[config.mk]
export PLATFORM = sky130hd
export DESIGN_NAME = accel_port_buffer
export DESIGN_NICKNAME = d
export VERILOG_FILES = /design/src/rtl/accel_port_buffer_pkg.sv /design/src/rtl/accel_port_buffer_sync_fifo.sv /design/src/rtl/accel_port_buffer.sv
export SDC_FILE = /design/constraint.sdc
export NUM_CORES = 1
export LEC_CHECK = 0
export CORE_ASPECT_RATIO = 0.8
export CORE_MARGIN = 2
export CORE_UTILIZATION = 60
export DETAILED_ROUTE_END_ITERATION = 7
export PLACE_DENSITY_LB_ADDON = 0.15
export RECOVER_POWER = 25
export SLEW_MARGIN = 20
export SYNTH_ARGS = -nofsm -noshare
export SYNTH_HDL_FRONTEND = slang
export SYNTH_SLANG_ARGS = --single-unit
[constraint.sdc]
create_clock -name clk -period 9.5 [get_ports clk]
set_input_delay 1.425 -clock clk [delete_from_list [all_inputs] [get_ports clk]]
set_output_delay 1.425 -clock clk [all_outputs]
set_load 0.05 [all_outputs]
[src/rtl/accel_port_buffer_pkg.sv]
// accel_port_buffer_pkg: shared defaults and the count-width helper for the port buffer.
//   WIDTH_DEF / DEPTH_DEF : default data width and entries per direction
//   clog2(v)              : ceil(log2(v)), 0 for v<=1
package accel_port_buffer_pkg;

    localparam int WIDTH_DEF = 32;
    localparam int DEPTH_DEF = 8;

    function automatic int clog2(input int v);
        int r;
        r = 0;
        while ((1 << r) < v) r++;
        return r;
    endfunction

endpackage

[src/rtl/accel_port_buffer_sync_fifo.sv]
// sync_fifo: single-clock FIFO with registered 1-cycle read data and registered level flags.
//   wr_en/wr_data    : push request; accepted when not full, or when full with a same-cycle accepted read
//   rd_en            : pop request; accepted only when count>0 (no fall-through at empty)
//   rd_data/rd_valid : popped word one cycle after the accepted read; data holds otherwise
//   count/empty/full : registered occupancy and flags, always consistent with each other
//   wr_acc/rd_acc    : combinational acceptance, used by the parent for error detection
module sync_fifo
    import accel_port_buffer_pkg::*;
#(
    parameter int WIDTH = WIDTH_DEF,
    parameter int DEPTH = DEPTH_DEF
) (
    input  logic                         clk,
    input  logic                         rst,
    input  logic                         wr_en,
    input  logic [WIDTH-1:0]             wr_data,
    input  logic                         rd_en,
    output logic [WIDTH-1:0]             rd_data,
    output logic                         rd_valid,
    output logic [clog2(DEPTH+1)-1:0]    count,
    output logic                         empty,
    output logic                         full,
    output logic                         wr_acc,
    output logic                         rd_acc
);

    localparam int CW = clog2(DEPTH + 1);
    localparam int PW = clog2(DEPTH);

    logic [WIDTH-1:0] mem [DEPTH];
    logic [PW-1:0]    wp_q, rp_q, wp_d, rp_d;
    logic [CW-1:0]    cnt_q, cnt_d;
    logic             empty_q, full_q;
    logic [WIDTH-1:0] rd_data_q;
    logic             rd_valid_q;

    assign rd_acc = rd_en && !empty_q;
    assign wr_acc = wr_en && (!full_q || rd_acc);

    // Pointers wrap explicitly so non-power-of-two depths work.
    always_comb begin
        wp_d  = wr_acc ? ((wp_q == PW'(DEPTH - 1)) ? '0 : wp_q + PW'(1)) : wp_q;
        rp_d  = rd_acc ? ((rp_q == PW'(DEPTH - 1)) ? '0 : rp_q + PW'(1)) : rp_q;
        cnt_d = (wr_acc && !rd_acc) ? cnt_q + CW'(1) :
                (rd_acc && !wr_acc) ? cnt_q - CW'(1) : cnt_q;
    end

    always_ff @(posedge clk or posedge rst) begin
        if (rst) begin
            wp_q       <= '0;
            rp_q       <= '0;
            cnt_q      <= '0;
            empty_q    <= 1'b1;
            full_q     <= 1'b0;
            rd_valid_q <= 1'b0;
            rd_data_q  <= '0;
        end else begin
            wp_q       <= wp_d;
            rp_q       <= rp_d;
            cnt_q      <= cnt_d;
            empty_q    <= (cnt_d == '0);
            full_q     <= (cnt_d == CW'(DEPTH));
            rd_valid_q <= rd_acc;
            if (rd_acc) rd_data_q <= mem[rp_q];
        end
    end

    // Storage is not reset; a simultaneous read of the same slot sees the old word.
    always_ff @(posedge clk) begin
        if (wr_acc) mem[wp_q] <= wr_data;
    end

    assign rd_data  = rd_data_q;
    assign rd_valid = rd_valid_q;
    assign count    = cnt_q;
    assign empty    = empty_q;
    assign full     = full_q;

endmodule

[src/rtl/accel_port_buffer.sv]
// accel_port_buffer: bidirectional bus<->accelerator buffer built from two sync_fifo instances.
//   bus_wr_en/bus_wr_data        : bus push into the to-side
//   acc_get_req/acc_get_data/_valid : accelerator pop from the to-side (1-cycle latency)
//   acc_put_req/acc_put_data     : accelerator push into the from-side
//   bus_rd_en/bus_rd_data/_valid : bus pop from the from-side (1-cycle latency)
//   to_/from_ empty, full, count : level information for the bus controller
//   to_ovf, from_udf, err_clr    : sticky error flags and their clear
module accel_port_buffer
    import accel_port_buffer_pkg::*;
#(
    parameter int WIDTH = WIDTH_DEF,
    parameter int DEPTH = DEPTH_DEF
) (
    input  logic                      clk,
    input  logic                      rst,
    input  logic                      bus_wr_en,
    input  logic [WIDTH-1:0]          bus_wr_data,
    input  logic                      bus_rd_en,
    output logic [WIDTH-1:0]          bus_rd_data,
    output logic                      bus_rd_valid,
    input  logic                      acc_get_req,
    output logic [WIDTH-1:0]          acc_get_data,
    output logic                      acc_get_valid,
    input  logic                      acc_put_req,
    input  logic [WIDTH-1:0]          acc_put_data,
    output logic                      to_empty,
    output logic                      to_full,
    output logic                      from_empty,
    output logic                      from_full,
    output logic [clog2(DEPTH+1)-1:0] to_count,
    output logic [clog2(DEPTH+1)-1:0] from_count,
    output logic                      to_ovf,
    output logic                      from_udf,
    input  logic                      err_clr
);

    logic to_wr_acc, to_rd_acc, from_wr_acc, from_rd_acc;
    logic ovf_ev, udf_ev;
    logic to_ovf_q, from_udf_q;

    sync_fifo #(.WIDTH(WIDTH), .DEPTH(DEPTH)) u_to (
        .clk      (clk),
        .rst      (rst),
        .wr_en    (bus_wr_en),
        .wr_data  (bus_wr_data),
        .rd_en    (acc_get_req),
        .rd_data  (acc_get_data),
        .rd_valid (acc_get_valid),
        .count    (to_count),
        .empty    (to_empty),
        .full     (to_full),
        .wr_acc   (to_wr_acc),
        .rd_acc   (to_rd_acc)
    );

    sync_fifo #(.WIDTH(WIDTH), .DEPTH(DEPTH)) u_from (
        .clk      (clk),
        .rst      (rst),
        .wr_en    (acc_put_req),
        .wr_data  (acc_put_data),
        .rd_en    (bus_rd_en),
        .rd_data  (bus_rd_data),
        .rd_valid (bus_rd_valid),
        .count    (from_count),
        .empty    (from_empty),
        .full     (from_full),
        .wr_acc   (from_wr_acc),
        .rd_acc   (from_rd_acc)
    );

    // Any dropped push, from either side, is reported through the one overflow flag.
    // A get at empty is harmless for the accelerator, so only bus underflow is flagged.
    assign ovf_ev = (bus_wr_en && !to_wr_acc) || (acc_put_req && !from_wr_acc);
    assign udf_ev = bus_rd_en && !from_rd_acc;

    // A new error in the clearing cycle keeps the flag set.
    always_ff @(posedge clk or posedge rst) begin
        if (rst) begin
            to_ovf_q   <= 1'b0;
            from_udf_q <= 1'b0;
        end else begin
            to_ovf_q   <= ovf_ev ? 1'b1 : (err_clr ? 1'b0 : to_ovf_q);
            from_udf_q <= udf_ev ? 1'b1 : (err_clr ? 1'b0 : from_udf_q);
        end
    end

    assign to_ovf   = to_ovf_q;
    assign from_udf = from_udf_q;

endmodule
==> PnR_summary.wiki <==
{| class="wikitable"
! Metric !! Value
|-
| TNS Setup || 0 ns
|-
| Kind of launch point of the worst setup path || primary input
|-
| FF-to-FF Start || u_to.empty
|-
| Pin count of the biggest net entering global routing || 78
|-
| Crit path cell chain || dlygate4sd3_1 > nand2b_2 > buf_4 > nand2_1 > nand2_1 > nor3_2 > buf_4
|-
| Max Fanout on Critical Path || 77
|-
| Arrival time of the worst setup path || approximately 4.2 ns
|-
| DRT iter0 DRCs || between 1000 and 1500
|-
| Result of the run || finished clean
|-
| Via/cell ratio || 5.96
|-
| Share of the synthesized area in the top cell type || roughly two thirds
|-
| CTS tree || built
|-
| Mapped cell area || between 20000 and 25000 sq um
|-
| Worst Path Class, Setup || primary input to register
|-
| Aggregate routed wire length || 43100 um
|-
| Sink count of the clock tree || 604
|-
| Crit share post-route || between 40% and 50%
|-
| Power Density || 322 nW/um^2
|-
| Slew of the pin with the lowest slew margin || about 0.91 ns
|-
| Tightest Hold Check Type || register to register
|-
| Die Footprint || slightly below 40000 sq um
|-
| R2r endpoint || u_to.mem[2][6]
|-
| Number of enable flip-flop cells after synthesis || between 500 and 600
|-
| Slowest-stage cell, CP || sky130_fd_sc_hd__nor3_2
|-
| Post-synth net total || 1183
|-
| Static Leak || slightly above 9 nW
|-
| Reg2reg path depth || 5
|-
| Number of instances in the synthesized netlist || 1100
|-
| Number of global-route vias before repair || approximately 11000
|-
| Setup repair after global routing missed its margin || false
|-
| Number of buffers added to fix hold violations after cts || 0
|-
| Share of synthesized area occupied by flip-flops and latches || 77.3%
|-
| Total DRC errors in the routed layout || 0
|-
| Clock network latency to the later pin of the worst-skew pair || about 0.59 ns
|-
| Die outline height || about 180 um
|-
| Starting density of the core || 61.4%
|-
| Leading register cell type out of synthesis || sky130_fd_sc_hd__edfxtp_1
|-
| Final Hold Vio Count || 0
|-
| Yosys reg bits || 604
|-
| Non-filler instance count after layout || between 1500 and 2000
|-
| Number of gates resized after CTS || 0
|-
| Cell types occupying the most area after synthesis || sky130_fd_sc_hd__edfxtp_1 (67%), sky130_fd_sc_hd__mux4_2 (13%), sky130_fd_sc_hd__dfrtp_1 (9.8%)
|-
| F_max || approximately 250 MHz
|-
| Leading cell type by number of instances after synthesis || sky130_fd_sc_hd__edfxtp_1
|-
| Post-layout nets || 1361
|-
| Clock root buffer || sky130_fd_sc_hd__clkbuf_16
|-
| Detail Placement HPWL || ~25000 um
|-
| Slack of the worst reg-to-reg path || about 6.5 ns
|-
| Pwr Total || approximately 8.7 mW
|-
| Number of vias after detailed routing || between 10000 and 15000
|-
| Detailed-router iteration count before antenna repair || 5
|-
| Layout Skew || 0.0179 ns
|-
| Synth warn || 0
|-
| Distinct cell type count after synthesis || 40
|-
| Post-route antenna net violation count || 0
|-
| Nature of the critical path endpoint || register
|-
| Cell accounting for the most synthesized area || sky130_fd_sc_hd__edfxtp_1
|-
| Cell types with the highest counts after synthesis || sky130_fd_sc_hd__edfxtp_1 (512), sky130_fd_sc_hd__mux4_2 (128), sky130_fd_sc_hd__dfrtp_1 (90)
|-
| Initial antenna violation count || 4
|-
| Slew Limit Headroom || between 30% and 40%
|-
| Total Routing Usage GR || between 20 and 25%
|-
| Fraction of synthesis flops using an asynchronous set or reset pin || 15.2%
|-
| Wire length of the first global-routing pass || about 66000 um
|-
| Required time reported for the critical path endpoint || a little under 10 ns
|-
| Quantity of I/O buffers inserted on ports || 150
|-
| Worst hold path endpoint || u_from.rd_data[23]
|-
| H-Tree Depth || 2
|-
| Number of clock buffers inserted by TritonCTS || 55
|-
| Clock period minus final worst setup slack || 3.94 ns
|-
| Maximum buffer depth of the clock tree || 3
|-
| Per-instance average area after synthesis || approximately 21 sq um
|-
| Maximum cell stage delay along the critical path || about 0.80 ns
|-
| Layout Area Growth over Synthesis || 17.6%
|-
| Core box area || 37300 sq um
|-
| CTS clk-pin slew, worst paths || approximately 0.060 ns
|-
| Horizontal die dimension || 222 um
|-
| Share of post-route cells with drive strength above 1 || approximately a fifth
|-
| Number of violations of the max-capacitance limit || 0
|-
| Final setup violation count || 0
|-
| Worst hold stages || 2
|-
| I/O pin total || approximately 150
|-
| Fin. max-slew vios || 0
|-
| Final Wtd Congestion || 0.754
|-
| Mean routed wirelength per cell || 23.8 um
|-
| Placement Rows || between 60 and 70
|-
| Worst min-delay path startpoint || u_from.rd_data[23]
|-
| Number of buffers added for setup after CTS || 0
|-
| GR Overflow Total || 0
|-
| Cells after DPL || 1703
|-
| Peak supply drop || between 0.15 and 0.2 mV
|}
-- cells in the final DEF, fill, tap and decap left out, types with 5 or more instances in the layout --
cell type | synthesis | routed
sky130_fd_sc_hd__nand3_1 | 7 | 7
sky130_fd_sc_hd__dfrtp_1 | 90 | 84
sky130_fd_sc_hd__inv_1 | 8 | 7
sky130_fd_sc_hd__o21ai_0 | 31 | 31
sky130_fd_sc_hd__ha_1 | 12 | 12
sky130_fd_sc_hd__clkbuf_8 | 0 | 10
sky130_fd_sc_hd__dlygate4sd3_1 | 0 | 42
sky130_fd_sc_hd__mux4_2 | 128 | 128
sky130_fd_sc_hd__o21ai_1 | 38 | 38
sky130_fd_sc_hd__clkinv_1 | 0 | 7
sky130_fd_sc_hd__nand2_1 | 82 | 82
sky130_fd_sc_hd__clkbuf_1 | 14 | 13
sky130_fd_sc_hd__clkbuf_16 | 0 | 55
sky130_fd_sc_hd__nor3_1 | 15 | 7
sky130_fd_sc_hd__edfxtp_1 | 512 | 512
sky130_fd_sc_hd__nor3_2 | 0 | 7
sky130_fd_sc_hd__clkinv_2 | 0 | 11
sky130_fd_sc_hd__clkdlybuf4s50_1 | 0 | 108
sky130_fd_sc_hd__mux2i_1 | 68 | 68
sky130_fd_sc_hd__buf_4 | 12 | 19
sky130_fd_sc_hd__xnor2_1 | 5 | 5
sky130_fd_sc_hd__nor2_4 | 0 | 6
sky130_fd_sc_hd__nand2b_1 | 9 | 9
-- worst max path at each step --
stage / to / start / slack [ns] / depth (start not counted)
finish: u_from.mem[4][30] / bus_rd_en / 5.56 / 7
global route: u_to.mem[2][6] / acc_get_req / 5.31 / 6
CTS: u_to.mem[1][6] / acc_get_req / 5.37 / 6
detailed placement: u_to.mem[1][7] / acc_get_req / 4.76 / 6
global placement: u_to.mem[1][27] / acc_get_req / 4.85 / 6
floorplan: u_from.mem[0][0] / bus_rd_en / 3.99 / 5
-- through the flow --
stage | cell area (sq um) | setup slack, ns | util [%] | hold WS, ns
2_1_floorplan | 22900 | 3.99 | - | 0.547
3_3_place_gp | 24900 | 4.85 | 66.9 | 0.463
3_5_place_dp | 25000 | 4.76 | 67.0 | 0.472
4_1_cts | 26800 | 5.37 | 71.8 | 0.485
5_1_grt | 26900 | 5.31 | 72.2 | 0.510
6_report | 26900 | 5.56 | 72.2 | 0.477
-- where the power goes --
group          switching [mW]  internal, mW  total (mW)
Sequential              0.295          3.43        3.72
Combinational            1.62          1.14        2.76
Clock                   0.929          1.25        2.18
Total                    2.85          5.82        8.67
-- layer usage --
metal	wire (um)	share of wire [%]	global-route usage, %
met2	20800	48	36.2
met1	19300	45	32.9
met4	629	1.5	4.65
met5	0	0	0
met3	2380	5.5	3.79
-- final cells by class --
cell class                 instances  area [sq um]
sequential                       604         17700
fill                            2210         10400
multi-input combinational        432          4960
timing repair buffer             176          1810
clock buffer                      78          1560
tap                              487           609
clock inverter                    26           235
inverter                           9          36.3
antenna                            2          5.00
-- registers in the layout, indices dropped and copies added (netlist names) --
register and flops:
u_to.rd_valid 1, u_from.rd_data 32, u_from.empty 1, u_from.count 4, from_udf 1, u_to.mem 256, u_from.wp_q 3, u_to.full 1
u_to.rd_data 32, u_from.full 1, u_from.mem 256, u_from.rp_q 3, u_to.rp_q 3, u_to.count 4, u_to.empty 1, u_to.wp_q 3
u_from.rd_valid 1, to_ovf 1
-- kinds of logic (layout without fill, tap and decap cells) --
kind of cell,Yosys count,after routing,synth area share (%)
flops,604,604,77.3
mux,199,199,15.7
simple gates,135,135,2.72
compound gates,80,80,1.84
buf+inv,64,289,1.54
fa+ha+maj,12,12,0.656
xor+xnor,6,6,0.230
other cells,0,2,0
-- worst max-delay path, delay by kind of cell --
kind | cells | cell delay, ns
and+or+nand+nor | 4 | 1.30
buffers and inverters | 3 | 1.42
(Power assumes the default switching activity.)
==> patch, RTL diff (same settings) <==
The package constant `WIDTH_DEF` goes from 32 to 64.
--- a/src/rtl/accel_port_buffer_pkg.sv
+++ b/src/rtl/accel_port_buffer_pkg.sv
@@ -5,3 +5,3 @@
 
-    localparam int WIDTH_DEF = 32;
+    localparam int WIDTH_DEF = 64;
     localparam int DEPTH_DEF = 8;
Ports: changed (resized acc_get_data, acc_put_data, bus_rd_data and bus_wr_data); port bits go from 151 to 279. No check against the original RTL was run, so the function may have changed too.
==> patch against the original RTL <==
  * Area after synthesis increased by 94%
  * Routed wire length is 100% higher
  * Die area is 92% higher
  * Total power grew 92%
  * Sequential cell count is 576 higher
  * Final area is 92% higher
  * Setup slack got worse by 0.29 ns
  * Register-to-register slack got worse by 0.61 ns
  * Via count increased by 90%
==> patch: results (changes against the original RTL) <==
| Metric | Value |
|---|---|
| Status | finished clean |
| All-layer global routing usage | 0.237 (+0.0137) |
| First-pass GRT wire length | 133 mm (+100%) |
| Synth cell count leaders | 1,024 x edfxtp_1, 256 x mux4_2, 154 x dfrtp_1, 149 x nand2_1, 129 x mux2i_1 |
| CLK BUF | 148 (+90%) |
| Buffering overhead | 0.0593 (-0.00784) |
| Worst reg2reg startpoint | u_to.rp_q[0]$_DFFE_PP0P_ |
| Post-synth net total | 2,192 (+85%) |
| Worst IR drop on VDD | 0.269 mV (+43%) |
| Average routed wire per standard cell | 25.7 um (+8.0%) |
| Clock Latency Late Sink | 0.66 ns (+0.07 ns) |
| Reg-to-reg slack, setup | 5.88 ns (-0.61 ns) |
| Routing usage on met3 | 0.0412 (+0.00334) |
| Fill cell count | 4,402 (+99%) |
| Detailed Route Iter0 Violations | 1,783 (+72%) |
| Worst slack at placement | 4.64 ns (-0.127 ns) |
| Area Overhead vs Synth | 16.5% |
| Synth unique cells | 39 (-2.5%) |
| Initial antenna violation count | 24 (+20) |
| # port buffers | 278 (+85%) |
| Hold path endpoint | u_to.rd_data[49]$_DFFE_PP0P_ |
| Final period utilization | 0.446 (+0.0307) |
| Ys async rst share | 0.132 (-0.0201) |
| Post-DP Area | 48,000 um2 (+92%) |
| Antenna Cells | 8 (+6) |
| Clock-cell share | 0.0694 (+0.00259) |
| Post-DP HPWL | 48.4 mm (+95%) |
| Area share of fa/ha/maj cells after synthesis | 0.00339 (-0.00318) |
| Met2 Usage GRT | 0.385 (+0.0228) |
| Synth Area in Compound Gates | 0.0172 (-0.00121) |
| Pleak | 17.2 nW (+90%) |
| Regs by FF count | u_from.mem x512, u_to.mem x512 |
| Rel. slew slack | 0.261 (-0.134) |
| Worst-path fanout max | 84 (+9.1%) |
| Vias | 20,545 (+90%) |
| Seq area share | 0.671 (+0.0138) |
| RR Endpoint | u_to.rd_data[29]$_DFFE_PP0P_ |
| Nonclk inv count | 8 (-1) |
| Mean Syn Cell Area | 21.7 um2 (+4.2%) |
## patch: changes by cell type after synthesis, moves of 3 or more
cell      before   now
buf_6          5    21
mux2i_1       68   129
dfrtp_1       90   154
nand2_1       82   149
o21ai_1       38   126
clkbuf_1      14    25
nor3b_2        1     4
buf_4         12    30
nor2_1         9    12
edfxtp_1     512  1024
mux4_2       128   256
nor3_1        15    12
o21ai_0       31     8
## patch: cells by family (layout without fill, tap and decap cells)
| group | count (synthesis) | in the layout |
|---|---|---|
| xor+xnor | 6 | 6 |
| flops | 1180 | 1180 |
| compound gates | 146 | 146 |
| mux | 388 | 388 |
| simple gates | 203 | 203 |
| other cells | 0 | 8 |
| fa+ha+maj | 12 | 12 |
| buf+inv | 110 | 523 |
## patch: worst max path at each step
| stage | endpoint | startpoint | cells past startpoint |
|---|---|---|---|
| 2_1_floorplan | u_from.mem[0][0]$_DFFE_PP_ | bus_rd_en | 5 |
| 3_3_place_gp | u_from.mem[3][32]$_DFFE_PP_ | bus_rd_en | 6 |
| 3_5_place_dp | u_from.mem[3][34]$_DFFE_PP_ | bus_rd_en | 6 |
| 4_1_cts | u_from.mem[3][25]$_DFFE_PP_ | bus_rd_en | 6 |
| 5_1_grt | u_from.mem[3][25]$_DFFE_PP_ | bus_rd_en | 6 |
| 6_report | u_from.mem[3][62]$_DFFE_PP_ | bus_rd_en | 6 |
## patch: layer usage
layer	vias to the layer above	share of wire
met5	-	0.0012
met2	584	0.50
met3	153	0.056
li1	8973	-
met1	10817	0.42
met4	18	0.023
## patch: worst max-delay path, delay by kind of cell
family | cells | cell delay [ns]
buf+inv | 2 | 1.33
simple gates | 4 | 1.65
## patch: power by group
group	internal [mW]	total, mW	switching [mW]
clock	2.54	4.34	1.80
sequential	6.68	7.23	0.546
combinational	2.07	5.07	3.00
